$ cat config.mk
export PLATFORM = sky130hd
export DESIGN_NAME = cqt1_cfg_mgmt_bridge
export DESIGN_NICKNAME = d
export VERILOG_FILES = /design/src/rtl/cfg_bridge_pkg.sv /design/src/rtl/cc_desc_builder.sv /design/src/rtl/cqt1_cfg_mgmt_bridge.sv
export SDC_FILE = /design/constraint.sdc
export NUM_CORES = 1
export LEC_CHECK = 0
export CAP_MARGIN = 30
export CORE_AREA = 8 8 559 561
export CTS_BUF_LIST = sky130_fd_sc_hd__clkbuf_16
export DETAILED_ROUTE_END_ITERATION = 16
export DIE_AREA = 0 0 567 569
export PLACE_DENSITY = 0.3
export REMOVE_ABC_BUFFERS = 1
export SYNTH_ARGS = -nofsm -noshare
export SYNTH_HDL_FRONTEND = slang
export SYNTH_SLANG_ARGS = --single-unit
$ cat constraint.sdc
create_clock -name user_clk -period 1.6 [get_ports user_clk]
set_input_delay 0.24 -clock user_clk [delete_from_list [all_inputs] [get_ports user_clk]]
set_output_delay 0.24 -clock user_clk [all_outputs]
set_load 0.01 [all_outputs]
$ cat src/rtl/cfg_bridge_pkg.sv
// cfg_bridge_pkg: shared types and field positions for the
// CQ/CC to cfg_mgmt bridge.
package cfg_bridge_pkg;

   typedef enum logic [1:0] {
      S_IDLE   = 2'd0,
      S_ACCESS = 2'd1,
      S_RESP   = 2'd2,
      S_DRAIN  = 2'd3
   } state_t;

   localparam logic [2:0] ST_SC = 3'b000;
   localparam logic [2:0] ST_UR = 3'b001;
   localparam logic [2:0] ST_CA = 3'b100;

   localparam logic [3:0] REQ_CFG_RD0 = 4'b1000;
   localparam logic [3:0] REQ_CFG_RD1 = 4'b1001;
   localparam logic [3:0] REQ_CFG_WR0 = 4'b1010;
   localparam logic [3:0] REQ_CFG_WR1 = 4'b1011;

   localparam int CQ_ADDR_LSB = 2;
   localparam int CQ_TYPE_LSB = 75;
   localparam int CQ_RID_LSB  = 80;
   localparam int CQ_TAG_LSB  = 96;
   localparam int CQ_FN_LSB   = 104;
   localparam int CQ_WD_LSB   = 128;

   localparam int CC_LA_LSB   = 0;
   localparam int CC_BC_LSB   = 16;
   localparam int CC_DW_LSB   = 32;
   localparam int CC_ST_LSB   = 43;
   localparam int CC_RID_LSB  = 48;
   localparam int CC_TAG_LSB  = 64;
   localparam int CC_FN_LSB   = 72;
   localparam int CC_DATA_LSB = 96;

   function automatic logic is_cfg_req(input logic [3:0] t);
      return t[3:2] == 2'b10;
   endfunction

endpackage

$ cat src/rtl/cc_desc_builder.sv
// cc_desc_builder: packs the CC completion descriptor and
// optional read dword from the captured request fields.
module cc_desc_builder
   import cfg_bridge_pkg::*;
#(
   parameter int W  = 512,
   parameter int KW = 16
) (
   input  logic          valid,
   input  logic [4:0]    reg_lo,
   input  logic [2:0]    status,
   input  logic          has_data,
   input  logic [15:0]   req_id,
   input  logic [7:0]    tag,
   input  logic [7:0]    func,
   input  logic [31:0]   rd_data,
   output logic [W-1:0]  tdata,
   output logic [KW-1:0] tkeep
);

   always_comb begin
      tdata = '0;
      tkeep = '0;
      if (valid) begin
         tdata[CC_LA_LSB +: 7]   = {reg_lo, 2'b00};
         tdata[CC_BC_LSB +: 13]  = 13'd4;
         tdata[CC_DW_LSB +: 11]  = {10'd0, has_data};
         tdata[CC_ST_LSB +: 3]   = status;
         tdata[CC_RID_LSB +: 16] = req_id;
         tdata[CC_TAG_LSB +: 8]  = tag;
         tdata[CC_FN_LSB +: 8]   = func;
         if (has_data) begin
            tdata[CC_DATA_LSB +: 32] = rd_data;
         end
         tkeep[4:0] = has_data ? 5'h1F : 5'h0F;
      end
   end

endmodule

$ cat src/rtl/cqt1_cfg_mgmt_bridge.sv
// cqt1_cfg_mgmt_bridge: CQ config request -> cfg_mgmt -> CC.
// Define CQT1_CFG_TIMEOUT_EN to enable the cfg_mgmt watchdog.
module cqt1_cfg_mgmt_bridge
   import cfg_bridge_pkg::*;
#(
   parameter int         DSP_IF_WIDTH       = 512,
   parameter int         DSP_TKEEP_WIDTH    = 16,
   parameter int         DSP_CQ_TUSER_WIDTH = 231,
   parameter int         DSP_CC_TUSER_WIDTH = 81,
   parameter int         NUM_FUNCS          = 1,
   parameter logic [1:0] SELECT_VALUE       = 2'b01,
   parameter int         TIMEOUT_CYCLES     = 1024
) (
   input  logic                          user_clk,
   input  logic                          user_reset_n,
   input  logic [DSP_IF_WIDTH-1:0]       dsp_m_axis_cq_tdata,
   input  logic [DSP_TKEEP_WIDTH-1:0]    dsp_m_axis_cq_tkeep,
   input  logic                          dsp_m_axis_cq_tlast,
   input  logic [DSP_CQ_TUSER_WIDTH-1:0] dsp_m_axis_cq_tuser,
   input  logic                          dsp_m_axis_cq_tvalid,
   output logic                          dsp_m_axis_cq_tready,
   input  logic [1:0]                    select,
   output logic [DSP_IF_WIDTH-1:0]       dsp_s_axis_cc_tdata,
   output logic [DSP_TKEEP_WIDTH-1:0]    dsp_s_axis_cc_tkeep,
   output logic [DSP_CC_TUSER_WIDTH-1:0] dsp_s_axis_cc_tuser,
   output logic                          dsp_s_axis_cc_tlast,
   output logic                          dsp_s_axis_cc_tvalid,
   input  logic                          dsp_s_axis_cc_tready,
   output logic [9:0]                    cfg_mgmt_addr,
   output logic [7:0]                    cfg_mgmt_function_number,
   output logic                          cfg_mgmt_write,
   output logic                          cfg_mgmt_read,
   output logic                          cfg_mgmt_debug_access,
   output logic [31:0]                   cfg_mgmt_write_data,
   output logic [3:0]                    cfg_mgmt_byte_enable,
   input  logic [31:0]                   cfg_mgmt_read_data,
   input  logic                          cfg_mgmt_read_write_done
);

   state_t      state, nxt;
   logic        cq_acc, is_req, fn_ok, in_acc, tmo_hit, done;
   logic [3:0]  cq_type;
   logic [7:0]  cq_fn;
   logic [9:0]  reg_q;
   logic [7:0]  fn_q, tag_q;
   logic [3:0]  be_q;
   logic [31:0] wd_q, rd_q;
   logic [15:0] rid_q;
   logic [2:0]  st_q;
   logic        wr_q, unused_cq;

   assign cq_acc  = dsp_m_axis_cq_tvalid & dsp_m_axis_cq_tready;
   assign cq_type = dsp_m_axis_cq_tdata[CQ_TYPE_LSB +: 4];
   assign cq_fn   = dsp_m_axis_cq_tdata[CQ_FN_LSB +: 8];
   assign is_req  = is_cfg_req(cq_type) && (select == SELECT_VALUE);
   assign fn_ok   = int'({24'd0, cq_fn}) < NUM_FUNCS;
   assign in_acc  = (state == S_ACCESS);
   assign done    = in_acc & cfg_mgmt_read_write_done;
   assign unused_cq = ^{dsp_m_axis_cq_tkeep, dsp_m_axis_cq_tuser,
                        dsp_m_axis_cq_tdata};

`ifdef CQT1_CFG_TIMEOUT_EN
   localparam int CW = $clog2(TIMEOUT_CYCLES + 1);
   localparam logic [CW-1:0] TMO_LAST = CW'(TIMEOUT_CYCLES - 1);
   logic [CW-1:0] tmo_cnt;

   assign tmo_hit = in_acc & ~cfg_mgmt_read_write_done &
                    (tmo_cnt == TMO_LAST);

   always_ff @(posedge user_clk or negedge user_reset_n) begin
      if (!user_reset_n) begin
         tmo_cnt <= '0;
      end else if (in_acc && !done && !tmo_hit) begin
         tmo_cnt <= tmo_cnt + CW'(1);
      end else begin
         tmo_cnt <= '0;
      end
   end
`else
   localparam int unused_tmo = TIMEOUT_CYCLES;
   assign tmo_hit = 1'b0;
`endif

   always_ff @(posedge user_clk or negedge user_reset_n) begin
      if (!user_reset_n) begin
         state <= S_IDLE;
      end else begin
         state <= nxt;
      end
   end

   // A first beat without tlast always drains, request or not.
   always_comb begin
      nxt = state;
      unique case (state)
         S_IDLE: begin
            if (cq_acc) begin
               if (!dsp_m_axis_cq_tlast) begin
                  nxt = S_DRAIN;
               end else if (is_req) begin
                  nxt = fn_ok ? S_ACCESS : S_RESP;
               end
            end
         end
         S_ACCESS: begin
            if (done || tmo_hit) begin
               nxt = S_RESP;
            end
         end
         S_RESP: begin
            if (dsp_s_axis_cc_tready) begin
               nxt = S_IDLE;
            end
         end
         S_DRAIN: begin
            if (cq_acc && dsp_m_axis_cq_tlast) begin
               nxt = S_IDLE;
            end
         end
         default: nxt = S_IDLE;
      endcase
   end

   always_ff @(posedge user_clk or negedge user_reset_n) begin
      if (!user_reset_n) begin
         dsp_m_axis_cq_tready <= 1'b0;
         reg_q <= '0;
         fn_q  <= '0;
         be_q  <= '0;
         wd_q  <= '0;
         wr_q  <= 1'b0;
         rid_q <= '0;
         tag_q <= '0;
         st_q  <= ST_SC;
         rd_q  <= '0;
      end else begin
         dsp_m_axis_cq_tready <= (nxt == S_IDLE) || (nxt == S_DRAIN);
         if ((state == S_IDLE) && cq_acc && dsp_m_axis_cq_tlast && is_req) begin
            reg_q <= dsp_m_axis_cq_tdata[CQ_ADDR_LSB +: 10];
            fn_q  <= cq_fn;
            be_q  <= dsp_m_axis_cq_tuser[3:0];
            wd_q  <= dsp_m_axis_cq_tdata[CQ_WD_LSB +: 32];
            wr_q  <= cq_type[1];
            rid_q <= dsp_m_axis_cq_tdata[CQ_RID_LSB +: 16];
            tag_q <= dsp_m_axis_cq_tdata[CQ_TAG_LSB +: 8];
            st_q  <= fn_ok ? ST_SC : ST_UR;
         end
         if (done) begin
            rd_q <= cfg_mgmt_read_data;
         end
         if (tmo_hit) begin
            st_q <= ST_CA;
         end
      end
   end

   assign cfg_mgmt_addr            = reg_q;
   assign cfg_mgmt_function_number = fn_q;
   assign cfg_mgmt_byte_enable     = be_q;
   assign cfg_mgmt_write_data      = wd_q;
   assign cfg_mgmt_read            = in_acc & ~wr_q;
   assign cfg_mgmt_write           = in_acc & wr_q;
   assign cfg_mgmt_debug_access    = 1'b0;

   assign dsp_s_axis_cc_tvalid = (state == S_RESP);
   assign dsp_s_axis_cc_tlast  = (state == S_RESP);
   assign dsp_s_axis_cc_tuser  = '0;

   cc_desc_builder #(
      .W  (DSP_IF_WIDTH),
      .KW (DSP_TKEEP_WIDTH)
   ) u_cc_desc (
      .valid    (state == S_RESP),
      .reg_lo   (reg_q[4:0]),
      .status   (st_q),
      .has_data (~wr_q && (st_q == ST_SC)),
      .req_id   (rid_q),
      .tag      (tag_q),
      .func     (fn_q),
      .rd_data  (rd_q),
      .tdata    (dsp_s_axis_cc_tdata),
      .tkeep    (dsp_s_axis_cc_tkeep)
   );

endmodule

## Word-level counts from Yosys, hierarchy flattened

Cells that the tools add are included.

| storage, ports and cells | value |
|---|---|
| flip-flop bits (word level) | 117 |
| word-level logic and storage cells | 50 |

| operators by class | value |
|---|---|
| $lt $le $gt $ge | 1 |
| eq/ne operators | 6 |
| mux-type cells | 17 |
| bitwise operators | 5 |
| reductions and logical operators | 10 |

Operator list:

| operator | number |
|---|---|
| 2-to-1 mux 32 bit | 3 |
| 2-to-1 mux 14 bit | 1 |
| 2-to-1 mux 2 bit | 7 |
| 2-to-1 mux 5 bit | 2 |
| == test 2 bit, second input constant | 4 |
| less-than comparator 8 x 1 -> 1 bit, second input constant | 1 |
| case mux 2 bit (4 select lines) | 1 |
| 2-to-1 mux 7 bit | 1 |
| logical AND 1 bit | 6 |
| AND 1 bit | 4 |
| == test 2 x 1 -> 1 bit, second input constant | 2 |
| zero test 2 bit | 2 |
| zero test 3 bit | 1 |
| 2-to-1 mux 3 bit | 1 |
| logical OR 1 bit | 1 |
| 2-to-1 mux 1 bit | 1 |
| inverter 1 bit | 1 |

## Depth between registers and ports, before layout

| logic depth | value |
|---|---|
| depth in word-level cells | 8 |
| depth in mapped cells | 5 |
| mapped depth without buffers | 4 |

## By module

A second synthesis with hierarchy kept.

| second synthesis, totals | value |
|---|---|
| cells, all modules | 897 |
| area, all modules | 9,098.7 um^2 |

By module, submodules not included:

| module | instances | cells an instance | area each (um^2) | sequential area each (um^2) |
|---|---|---|---|---|
| cqt1_cfg_mgmt_bridge | 1 | 358 | 5,147.4 | 2,877.8 |
| cc_desc_builder | 1 | 539 | 3,951.3 | 0.0 |

## Worst setup path after synthesis

Ideal clock, no wire load.

| path | value |
|---|---|
| path type | reg-to-output |
| start | register state[0] |
| end | output port dsp_s_axis_cc_tdata[118] |
| arrival time | 1.337 ns |
| path slack | 0.023 ns |
| stages on the path, launching flop included | 6 |
| path buffers | 2 |
| path through | dfrtp_1 buf_6 nor2b_1 nor3b_2 buf_2 and2_1 |

| on the way | value |
|---|---|
| longest elaborated chain between the ends | 2 |

Ends and longest elaborated chain:

| item | line | text |
|---|---|---|
| start: declaration | cqt1_cfg_mgmt_bridge.sv:40 | `state_t state, nxt;` |
| start signal: assignment | cqt1_cfg_mgmt_bridge.sv:88 | `state <= nxt;` |
| == test 2 bit | cqt1_cfg_mgmt_bridge.sv:173 | `.valid (state == S_RESP),` |
| 2-to-1 mux 32 bit | cc_desc_builder.sv:24 | `if (valid) begin` |
| end: declaration | cqt1_cfg_mgmt_bridge.sv:23 | `output logic [DSP_IF_WIDTH-1:0] dsp_s_axis_cc_tdata,` |

Every way passes these cells.

## Worst setup path in the final report

| path | value |
|---|---|
| start | register state[0] |
| end | output port dsp_s_axis_cc_tdata[114] |

Same word-level chain as after synthesis.

==> results.sh <==
export IMPL_finalWirelength_mm=53.9
export IMPL_syn2layout_area_growth_pct=85.9
export IMPL_drc=0
export IMPL_place_area_mm2=0.0155
export IMPL_htree_levels=4
export IMPL_synth_compound_area_share_pct=0.578
export IMPL_post_place_ws_ps=-713
export IMPL_start_util_pct=3.06
export IMPL_clock_root_buffer="clkbuf_16"
export IMPL_worstSetupPathType="flip-flop to output pin"
export IMPL_synth_area_mm2=0.00931
export IMPL_grt_pass1_wl_mm=67.6
export IMPL_maxSlewHeadroom_pct=59.2
export IMPL_port_buffers=256
export IMPL_avgRoutedWirePerCell_um=10.3
export IMPL_ios=1468
export IMPL_violations="negative setup slack"
export IMPL_synthArstFlopShare_pct=100
export IMPL_hold_violations=0
export IMPL_finalCoreUtilization_pct=5.70
export IMPL_final_min_clock_period_ps=2270
export IMPL_dp_cells=5143
export IMPL_startpoint_type="flip-flop"
export IMPL_synthTopCellsByArea="buf_4 (44%), dfrtp_1 (31%), mux2_4 (13%)"
export IMPL_routed_via_count=5794
export IMPL_top_usage_layer="met2"
export IMPL_critPathMaxFanout=6
export IMPL_yosys_top_cells_count="buf_4 (540), dfrtp_1 (115), mux2_4 (80)"
export IMPL_synthAdderAreaFrac_pct=0
export IMPL_ys_types=32
export IMPL_overflow=0
export IMPL_grt_max_degree=33
export IMPL_drive_above_1_share_pct=32.4
export IMPL_numCtsBuffers=25
export IMPL_ys_flop_type="dfrtp_1"
export IMPL_drt_pre_antenna_iters=4
export IMPL_rsz0062_at_grt="true"
export IMPL_synthSimpleGateAreaFrac_pct=6.29
export IMPL_place_gp_congestion=0.613
export IMPL_grt_util_met1_pct=2.57
export IMPL_pwr_share_comb_pct=51.3
export IMPL_synth_top_area_share_pct=43.5
export IMPL_status="finished with violations"
export IMPL_setup_slack_ps=-672
export IMPL_grt_usage_pct=3.22
export IMPL_yosys_warnings=0
export IMPL_cp_end_kind="output pin"
export IMPL_yosysMostFrequentCell="buf_4"
export IMPL_place_hpwl_mm=41.7
export IMPL_die_area_mm2=0.323
export IMPL_clk_path_buf_depth=3
export IMPL_grt_pass1_vias=6911
export IMPL_synthMuxAreaShare_pct=16.9
export IMPL_seq_area_frac_synth_pct=30.9
export IMPL_slowest_stage="dfrtp_1"
export IMPL_max_stage_delay_ps=410
export IMPL_fp_dieW_um=567
export IMPL_fmax_ghz=0.440
export IMPL_worstMarginPinSlew_ps=610
export IMPL_path_clk_slew_ps=60
export IMPL_synth_edff_count=0
export IMPL_rr_startpoint="state[0]"
export IMPL_postLayoutCellArea_mm2=0.0173
export IMPL_fin_skew_ps=14.5
export IMPL_p_seq_share_pct=24.1
export IMPL_switchingPower_mw=6.92
export IMPL_hold_class="input port to async pin"
export IMPL_r2r_end="cfg_mgmt_addr[4]"
export IMPL_ys_ff_latch=115
export IMPL_final_cells=5233
export IMPL_synth_top_family_by_area="buffers and inverters"
export IMPL_r2r_slack_ps=-510
export IMPL_switching_share_pct=35.8
export IMPL_p_leak_nw=7.01
export IMPL_vdd_ir_drop_max_uv=870
export IMPL_cts_num_sinks=115
export IMPL_clkLatencyLatePin_ps=530
export IMPL_cts_tree="yes"
export IMPL_coreArea_mm2=0.304
export IMPL_slew_viol_final=0
export IMPL_yosysTopAreaCell="buf_4"
export IMPL_setup_viol=161
export IMPL_power_density_mw_per_mm2=1120
export IMPL_clkPwrFrac_pct=24.6
export IMPL_crit_chain="nor2b_4, nor3b_4, buf_12, buf_16, clkbuf_16, and2_4, buf_12"
export IMPL_finalNetCount=2027
export IMPL_drt_iter0_markers=80
export IMPL_p_int_mw=12.4
export IMPL_syn_area_per_cell_um2=10.5
export IMPL_crit_path_frequent_cell="buf_12"
export IMPL_viasPerCell=1.11
export IMPL_antenna_left=0
export IMPL_grtUsageMet2_pct=6.15
export IMPL_met3_usage_pct=2.17
export IMPL_max_cap_violations=0
export IMPL_reg2regPathDepth=9
export IMPL_required_ps=1360
export IMPL_antenna_found_initial=30
export IMPL_fp_dieH_um=569
export IMPL_synthXorXnorAreaFrac_pct=0.0940
export IMPL_worst_endpoint_arrival_ps=2030
export IMPL_syn_inst=883
export IMPL_fp_row_count=203
export IMPL_post_route_period_util_pct=142
logic make-up after synthesis:
group                  count (synthesis)
flip-flops                           115
other                                  1
XOR/XNOR                               1
multiplexers                         113
buffers and inverters                561
AO/OA/AOI/OAI                          6
AND/OR/NAND/NOR                       86
power by group through the flow:
stage / Sequential (mW) / Combinational [mW] / Clock [mW]
after global placement: 4.71 / 7.87 / 0
after global routing: 4.82 / 10.8 / 5.19
after detailed placement: 4.67 / 7.86 / 0
after CTS: 4.67 / 9.91 / 5.21
after floorplan: 4.63 / 2.81 / 0
final: 4.65 / 9.91 / 4.75
state kept, by name (all words and copies together), names as in the netlist:
signal                    cells
cfg_mgmt_byte_enable          4
tag_q                         8
wr_q                          1
state                         2
rd_q                         32
st_q                          1
cfg_mgmt_addr                10
dsp_m_axis_cq_tready          1
cfg_mgmt_write_data          32
rid_q                        16
cfg_mgmt_function_number      8
worst max-delay path: cells and delay by family (launching register included):
kind / cells / cell delay (ps)
buffers and inverters: 4 / 540
flip-flops: 1 / 410
AND/OR/NAND/NOR: 3 / 540
cell usage in the layout (no fill, tap or decap), types with 2 or more instances in the layout:
master and count:
nor3b_4 2, diode_2 2, buf_4 26, mux2_4 80, and2_1 3, buf_16 13, clkdlybuf4s50_1 119, buf_2 4
inv_1 4, clkbuf_16 26, nor4_2 2, nand2_8 2, dlygate4sd2_1 48, buf_6 63, buf_8 6, mux2_2 32
clkinvlp_4 2, and2_4 67, buf_12 64, conb_1 533, nand2_1 2, dfrtp_1 111, dfrtp_2 4, clkinv_1 3
timing repair:
item	CTS	global route
gates cloned	18	1
buffers inserted	34	19
endpoints found under the hold margin	22	0
endpoints found under the setup margin	212	162
pin swaps	14	27
gates resized for setup	378	65
hold buffers	1	0
final cells by class:
type / count / area (um^2)
antenna: 2 / 5.00
sequential: 115 / 2880
clock buffer: 25 / 626
multi-input combinational: 740 / 4460
inverter: 1 / 3.75
fill: 35600 / 287000
clock inverter: 8 / 37.5
tap: 3997 / 5000
timing repair buffer: 345 / 4300
routing by layer:
layer | wire length [um] | vias up
met5 | 13 | -
met4 | 1910 | 2
met3 | 7510 | 95
met2 | 29100 | 632
met1 | 15400 | 2650
li1 | - | 2415
through the flow:
step	hold slack, ps	power [mW]	setup TNS [ps]
final	179	19.3	-76120
after global routing	194	20.8	-91900
after CTS	168	19.8	-79110
after detailed placement	205	12.5	-77000
after global placement	204	12.6	-77030
after floorplan	-55.6	7.44	-185800
how the worst max path moves through the flow:
stage | start | end | slack, ps | cells past startpoint
floorplan | state[1] | dsp_s_axis_cc_tdata[100] | -2340 | 3
global placement | dsp_m_axis_cq_tdata[78] | rid_q[14] | -730 | 6
detailed placement | dsp_m_axis_cq_tdata[78] | rid_q[14] | -710 | 6
CTS | state[0] | dsp_s_axis_cc_tdata[99] | -850 | 7
global route | state[0] | dsp_s_axis_cc_tdata[120] | -820 | 8
finish | state[0] | dsp_s_axis_cc_tdata[114] | -670 | 7
Note: power is estimated with default switching activity, not from simulation.
==> variant, RTL diff (same settings) <==
Encoding of `state_t`: now one-hot (4 bits for 4 states).
--- a/src/rtl/cfg_bridge_pkg.sv
+++ b/src/rtl/cfg_bridge_pkg.sv
@@ -2,11 +2,11 @@
 // CQ/CC to cfg_mgmt bridge.
 package cfg_bridge_pkg;
 
-   typedef enum logic [1:0] {
-      S_IDLE   = 2'd0,
-      S_ACCESS = 2'd1,
-      S_RESP   = 2'd2,
-      S_DRAIN  = 2'd3
+   typedef enum logic [3:0] {
+      S_IDLE   = 4'b0001,
+      S_ACCESS = 4'b0010,
+      S_RESP   = 4'b0100,
+      S_DRAIN  = 4'b1000
    } state_t;
 
    localparam logic [2:0] ST_SC = 3'b000;
Check against the original RTL: same outputs for any inputs over 10 cycles, from zero or initial values and one cycle with user_reset_n low; not proved beyond that.
==> variant against the unedited design <==
- the flow still finishes with violations (setup timing)
- die area unchanged
- synthesized cell count rose by 1.1%
- synthesized area shrank 3.0%
- critical path type unchanged
- via count rose by 0.50%
- final area grew 2.1%
- sequential cell count increased by 2
- wire length up 5.4%
- worst setup slack got worse by 270 ps
- count of clock-buffer cells in the layout stayed put
Power is not compared: it rests on default switching activity, and its combinational part moved more than twofold at a synthesized area within 25%.
==> variant: results (changes against the unedited design) <==
stage;metric;value;unit;change
yosys;async set or reset register ratio after synthesis;1.00;;unchanged
timing;Final WS setup;-942;ps;was -672 ps
status;failing checks;setup timing;;unchanged
yosys;register area share after synthesis;0.324;;was 0.309
worst_setup_path;CP max stage delay;390;ps;was 410 ps
route;routed len/inst;10.8;um;was 10.3 um
timing;clk_skew;28.9;ps;was 14.5 ps
final_layout;fillers;35600;;about the same
yosys;Area contributors post-synth;buf_4, dfrtp_1, mux2_1;;was buf_4, dfrtp_1, mux2_4
status;outcome;finished, violations left;;unchanged
yosys;Synth Instances;893;;was 883
worst_setup_path;Crit Path Max Fanout;5;;was 6
route;Iteration-0 DRC Markers;107;;was 80
worst_setup_path;R2R Setup Slk;-420;ps;was -510 ps
global_route;initial antenna violation count;40;;was 30
global_route;first-pass GRT wire length;66600;um;was 67600 um
worst_setup_path;Reg-to-Reg Start;state[3]$_DFF_PN0_;;was state[0]$_DFF_PN0_
worst_setup_path;Reg-to-Reg End;cfg_mgmt_write_data[6]$_DFFE_PN0P_;;was cfg_mgmt_addr[4]$_DFFE_PN0P_
final_layout;share of post-route cells with drive strength above 1;0.316;;was 0.324
route;Avg Vias per Cell;1.11;;about the same
placed_design;Placer Congestion;0.641;;was 0.613
final_layout;post-route insts no fill;5249;;was 5233
final_layout;Nets;2039;;was 2027
yosys;top cells by count, synth;buf_4, dfrtp_1, mux2_1;;was buf_4, dfrtp_1, mux2_4
global_route;gr usage total;0.0310;;was 0.0322
global_route;number of global-route vias before repair;6561;;was 6911
yosys;Cell variety after synth;35;;was 32
timing;Slew @ Worst Pin;610;ps;about the same
worst_setup_path;CP arrival;2300;ps;was 2030 ps
timing;# setup viols final;196;;was 161
-- variant: worst reg2reg max path: stages, from the launching register on --
cell and delay, ps:
dfrtp_1 390, buf_4 140, buf_6 110, buf_6 120, nor3_4 160, nand4_4 110
buf_12 170, buf_8 130, bufbuf_16 270, mux2_4 290
-- variant: how the worst max path moves through the flow --
| stage | from | depth (start not counted) | to | slack (ps) |
|---|---|---|---|---|
| CTS | state[3]$_DFF_PN0_ | 8 | dsp_s_axis_cc_tdata[123] | -1140 |
| finish | state[3]$_DFF_PN0_ | 8 | dsp_s_axis_cc_tdata[96] | -940 |
| floorplan | state[0]$_DFF_PN1_ | 4 | st_q[0]$_DFFE_PN0P_ | -1820 |
| detailed placement | dsp_m_axis_cq_tdata[110] | 5 | st_q[0]$_DFFE_PN0P_ | -960 |
| global route | state[3]$_DFF_PN0_ | 8 | dsp_s_axis_cc_tdata[96] | -1050 |
| global placement | dsp_m_axis_cq_tdata[110] | 5 | st_q[0]$_DFFE_PN0P_ | -1010 |
-- variant: cell families after synthesis --
group                  count (synthesis)  share of synthesized area
DFF                                  117                      0.324
other                                  1                   0.000415
and+or+nand+nor                       92                     0.0665
buffers and inverters                564                      0.463
AOI/OAI and AO/OA                      8                    0.00693
muxes                                111                      0.138
-- variant: power by group --
part	switching [mW]	total (mW)	leakage [nW]	internal (mW)
Sequential	0.338	3.74	1.56	3.41
Combinational	1.42	2.80	5.87	1.38
Clock	1.90	4.66	0.321	2.76
Total	3.66	11.2	7.75	7.55
-- variant: cell type report --
type	instances	area, um^2	area share
tap	3997	5000	0.283
sequential	117	2930	0.166
clock inverter	5	23.8	0.00134
clock buffer	25	626	0.0354
inverter	5	31.3	0.00177
antenna	9	22.5	0.00127
multi-input combinational	744	4550	0.257
timing repair buffer	347	4490	0.254
-- variant: timing repair --
action	4_1_cts	5_1_grt
gates resized for setup	257	204
hold buffers	1	0
hold endpoints to repair	64	0
cloned	6	20
buffers inserted	18	15
pin swaps	12	12
setup endpoints to repair	247	248
-- variant: routing by layer --
layer | wire length, um | part of all wire | GRT usage | up-vias
met2 | 33200 | 0.58 | 0.0651 | 543
met4 | 1350 | 0.024 | 0.00706 | 0
met1 | 15800 | 0.28 | 0.0235 | 2731
met3 | 6470 | 0.11 | 0.0181 | 94
li1 | - | - | - | 2455
met5 | 0 | 0 | 0 | -
-- variant: through the flow --
step                      TNS (ps)  setup WS [ps]  hold slack (ps)
after global routing       -121040          -1050              184
final                      -102530           -942              203
after detailed placement    -76370           -960              169
after CTS                  -109430          -1140              162
after floorplan            -169100          -1820            -55.6
after global placement      -72970          -1010              166
